<file path="config.mk">
export PLATFORM = sky130hd
export DESIGN_NAME = zle_xca_dec
export DESIGN_NICKNAME = d
export VERILOG_FILES = /design/src/rtl/zle_xca_dec.sv
export SDC_FILE = /design/constraint.sdc
export NUM_CORES = 1
export LEC_CHECK = 0
export CAP_MARGIN = 20
export CORE_UTILIZATION = 25
export DETAILED_ROUTE_END_ITERATION = 12
export GPL_TIMING_DRIVEN = 0
export SLEW_MARGIN = 30
export SYNTH_ARGS = -nofsm -noshare
export SYNTH_HDL_FRONTEND = slang
export SYNTH_SLANG_ARGS = --single-unit
</file>
<file path="constraint.sdc">
create_clock -name clock -period 1.9 [get_ports clock]
set_clock_uncertainty 0.2 [all_clocks]
set_input_delay 0.285 -clock clock [delete_from_list [all_inputs] [get_ports clock]]
set_output_delay 0.285 -clock clock [all_outputs]
set_load 0.02 [all_outputs]
</file>
<file path="src/rtl/zle_xca_dec.sv">
// Zero run-length decoder: expands run tokens into zero samples and passes literals through.
// Valid/ready on both sides, one registered output sample per cycle.
module zle_xca_dec #(
    parameter int DATA_W = 3,
    parameter int CNT_W  = 4
) (
    input  logic              clock,
    input  logic              reset,
    input  logic [CNT_W:0]    i_d,
    input  logic              i_v,
    output logic              i_r,
    output logic [DATA_W-1:0] o_d,
    output logic              o_v,
    input  logic              o_r,
    output logic              busy,
    output logic              err
);

    typedef enum logic {
        ST_ACCEPT,
        ST_RUN
    } state_e;

    state_e            state_q, state_d;
    logic [CNT_W-1:0]  rem_q, rem_d;
    logic [DATA_W-1:0] data_q, data_d;
    logic              valid_q, valid_d;
    logic              err_q, err_d;

    logic              adv;
    logic              is_run;
    logic [CNT_W-1:0]  run_n;
    logic [DATA_W-1:0] lit;

    // The output register may be reloaded when empty or being drained this cycle.
    assign adv    = !valid_q | o_r;
    assign is_run = i_d[CNT_W];
    assign run_n  = i_d[CNT_W-1:0];
    assign lit    = i_d[DATA_W-1:0];

    // NOTE: every signal written here gets a default first, so no latch is inferred.
    always_comb begin
        state_d = state_q;
        rem_d   = rem_q;
        data_d  = data_q;
        valid_d = valid_q;
        err_d   = err_q;
        i_r     = 1'b0;
        busy    = 1'b0;

        case (state_q)
            ST_ACCEPT: begin
                i_r = adv;
                if (adv) begin
                    valid_d = 1'b0;
                    if (i_v) begin
                        if (is_run) begin
                            if (run_n == '0) begin
                                err_d = 1'b1;
                            end else begin
                                data_d  = '0;
                                valid_d = 1'b1;
                                rem_d   = run_n - CNT_W'(1);
                                if (run_n > CNT_W'(1)) begin
                                    state_d = ST_RUN;
                                end
                            end
                        end else begin
                            data_d  = lit;
                            valid_d = 1'b1;
                            if (lit == '0) begin
                                err_d = 1'b1;
                            end
                        end
                    end
                end
            end

            ST_RUN: begin
                busy = 1'b1;
                if (adv) begin
                    data_d  = '0;
                    valid_d = 1'b1;
                    // Guarded decrement: rem never wraps below zero.
                    if (rem_q != '0) begin
                        rem_d = rem_q - CNT_W'(1);
                    end
                    if (rem_q <= CNT_W'(1)) begin
                        state_d = ST_ACCEPT;
                    end
                end
            end
        endcase
    end

    // NOTE: sequential state uses non-blocking assignments; reset is asynchronous, active-low.
    always_ff @(posedge clock or negedge reset) begin
        if (!reset) begin
            state_q <= ST_ACCEPT;
            rem_q   <= '0;
            data_q  <= '0;
            valid_q <= 1'b0;
            err_q   <= 1'b0;
        end else begin
            state_q <= state_d;
            rem_q   <= rem_d;
            data_q  <= data_d;
            valid_q <= valid_d;
            err_q   <= err_d;
        end
    end

    assign o_d = data_q;
    assign o_v = valid_q;
    assign err = err_q;

endmodule

</file>
==> flow_metrics.tcl <==
set metrics [dict create \
    power_frac_clock_pct 13.2 \
    end_kind "flip-flop" \
    coreArea_sq_um 2480 \
    grt-ovfl-total 0 \
    met1_usage_pct 16.6 \
    ctsHoldBuffers 0 \
    cell_internal_pwr_uw 644 \
    io_pins 16 \
    worstMarginPinSlew_ns 0.477 \
    syn_area_sq_um 653 \
    die_height_microns 53.1 \
    seqPwrFrac_pct 34.4 \
    cts_max_level 1 \
    finalPower_mw 1.09 \
    fmax_mhz 553 \
    drt-wirelength-per-cell_microns 13.1 \
    critPathRequiredTime_ns 1.84 \
    worstSetupPathType "flip-flop to flip-flop" \
    pre_cts_ws_ns -0.377 \
    clock-sinks 10 \
    drc 0 \
    ff2ff_path_depth 5 \
    hold_viol 0 \
    fin_crit_ns 1.81 \
    place_hpwl_microns 1130 \
    fin_ws_ns 0.0929 \
    drtAntennaViolNets 0 \
    p_sw_uw 442 \
    vdd_drop_max_mv 0.481 \
    clkLatencyLatePin_ns 0.26 \
    yosysSeqAreaShare_pct 38.3 \
    crit_path_start_kind "flip-flop" \
    diodes 0 \
    setup_violations 0 \
    reg2reg_slack_ns 0.09 \
    cts_tree "built" \
    cts_buffers 3 \
    finalNetCount 104 \
    grt_pass1_vias 537 \
    yosys_warnings 0 \
    power_frac_comb_pct 52.4 \
    busiest_layer "met2" \
    p_sw_share_pct 40.7 \
    cts_root_buf "clkbuf_4" \
    placed_cells 113 \
    io_buffers 15 \
    final_cells 118 \
    ys_ff_latch 10 \
    synth_nets 82 \
    via_count 585 \
    met3_usage_pct 2.59 \
    slew_headroom_pct 68.1 \
    path_clk_slew_ns 0.06 \
    antenna_found_initial 0 \
    grtUsageTotal_pct 12.2 \
    fin_util_pct 36.4 \
    grt_max_degree 11 \
    r2r_start "rem_q[0]$_DFFE_PN0P_" \
    drt_wl_total_microns 1550 \
    drt_iter0_markers 2 \
    clockBufferDepth 2 \
    run_status "completed" \
    drv_cap 0 \
    crit_arrival_ns 1.75 \
    powerDensity_nw_per_um2 1210 \
    areaGrowthSynthToFinish_pct 37.9 \
    dr.pass1.iters 4 \
    crit_fanout 6 \
    hold_class "input port to async pin" \
    die_w_microns 53.1 \
    postSynthAreaPerCell_sq_um 9.60 \
    viasPerCell 4.96 \
    gp_congestion 0.810 \
    drive_gt1_share_pct 17.0 \
    met2_usage_pct 17.7 \
    p_leak_nw 0.388 \
    report.final.slew_viol_count 0 \
    period_share_pct 95.1 \
    row_count 18 \
    grt_pass1_wl_microns 2430 \
    start_util_pct 26.4 \
    synthCells 68 \
    dieArea_sq_um 2820 \
    ys_types 31 \
    r2r_end "rem_q[0]$_DFFE_PN0P_" \
]
## placed cells by master, fill, tap and decap left out, types with 2 or more instances in the layout
cell             count
nor2_1               5
clkdlybuf4s50_1     12
nand2b_1             2
ha_1                 4
o21ai_0              4
inv_1                4
o2bb2ai_1            2
nand2_1              3
nand3_1              2
a22o_1               4
nor3_1               3
o31a_1               2
clkbuf_4             3
dfrtp_1              9
buf_4                3
inv_2                2
## sequential cells by signal, indices dropped and copies added, names as in the netlist
name,flops
rem_q,4
err,1
o_v,1
state_q,1
o_d,3
## cells in the mapped netlist
cell | number | share of area (%)
dfrtp_1 | 10 | 38
inv_1 | 6 | 3.4
ha_1 | 5 | 9.6
nor2_1 | 5 | 2.9
a22o_1 | 4 | 5.4
nand2_1 | 4 | 2.3
o21ai_0 | 4 | 3.1
nor3_1 | 3 | 2.3
nand2b_1 | 2 | 1.9
nand3_1 | 2 | 1.5
o2bb2ai_1 | 2 | 2.7
o31a_1 | 2 | 2.7
a21boi_0 | 1 | 1.1
a21oi_1 | 1 | 0.77
a22o_2 | 1 | 1.5
a311o_1 | 1 | 1.5
and4_4 | 1 | 1.7
buf_4 | 1 | 1.1
mux2i_1 | 1 | 1.5
nor2_2 | 1 | 0.96
nor2b_1 | 1 | 0.96
nor3b_4 | 1 | 2.9
nor4_1 | 1 | 0.96
o211ai_1 | 1 | 1.1
o21a_1 | 1 | 1.1
o21ai_1 | 1 | 0.77
o21bai_1 | 1 | 1.1
o22ai_1 | 1 | 0.96
o31ai_1 | 1 | 1.1
or4_1 | 1 | 1.1
xor2_1 | 1 | 1.3
## per-stage QoR
stage | area (sq um) | TNS (ns) | hold WS, ns
floorplan | 653 | 0 | -0.211
global placement | 841 | -2.42 | 0.265
detailed placement | 841 | -2.54 | 0.265
CTS | 886 | 0 | 0.161
global route | 901 | -0.0105 | 0.164
finish | 901 | 0 | 0.149
## worst max-delay path: stages (launching register included)
cell and delay [ns]:
dfrtp_2 0.44, inv_2 0.08, ha_1 0.18, nand2_2 0.07, o31a_1 0.35, a311o_1 0.37
## how the worst max path moves through the flow
stage	startpoint	to	slack, ns
final	rem_q[0]$_DFFE_PN0P_	rem_q[0]$_DFFE_PN0P_	0.09
after global routing	state_q$_DFF_PN0_	i_r	-0.01
after CTS	i_d[1]	rem_q[0]$_DFFE_PN0P_	0.006
after detailed placement	i_d[0]	rem_q[0]$_DFFE_PN0P_	-0.38
after global placement	i_d[0]	rem_q[0]$_DFFE_PN0P_	-0.37
after floorplan	rem_q[0]$_DFFE_PN0P_	rem_q[0]$_DFFE_PN0P_	0.24
## power by group through the flow
stage / registers (mW) / logic [mW] / clock network [mW]
after floorplan: 0.407 / 0.311 / 0
after global placement: 0.373 / 0.537 / 0
after detailed placement: 0.376 / 0.538 / 0
after CTS: 0.373 / 0.540 / 0.150
after global routing: 0.388 / 0.630 / 0.162
final: 0.374 / 0.569 / 0.143
## area by class of cell
type | count | area (sq um)
fill | 257 | 1580
multi-input combinational | 51 | 393
sequential | 10 | 251
timing repair buffer | 17 | 166
tap | 30 | 37.5
clock buffer | 3 | 22.5
inverter | 6 | 22.5
buffer | 1 | 7.51
## per-layer routing
layer	up-vias	wire length, microns
met4	0	8
met2	11	769
met3	2	58
met1	278	710
met5	-	0
li1	294	-
## cell families (layout without fill, tap and decap cells)
kind of cell / Yosys count / count (layout) / synth area share (%)
AO/OA/AOI/OAI: 22 / 22 / 25.1
XOR/XNOR: 1 / 1 / 1.34
adder cells (fa/ha/maj): 5 / 5 / 9.58
buffers and inverters: 7 / 27 / 4.60
flip-flops: 10 / 10 / 38.3
multiplexers: 1 / 1 / 1.53
AND/OR/NAND/NOR: 22 / 22 / 19.5
## what timing repair did
| item | in CTS | in global routing |
|---|---|---|
| endpoints found under the setup margin | 5 | 6 |
| resized for setup | 6 | 6 |
| buffers inserted | 1 | 1 |
| pin swaps | 1 | 1 |
(Power assumes the default switching activity.)
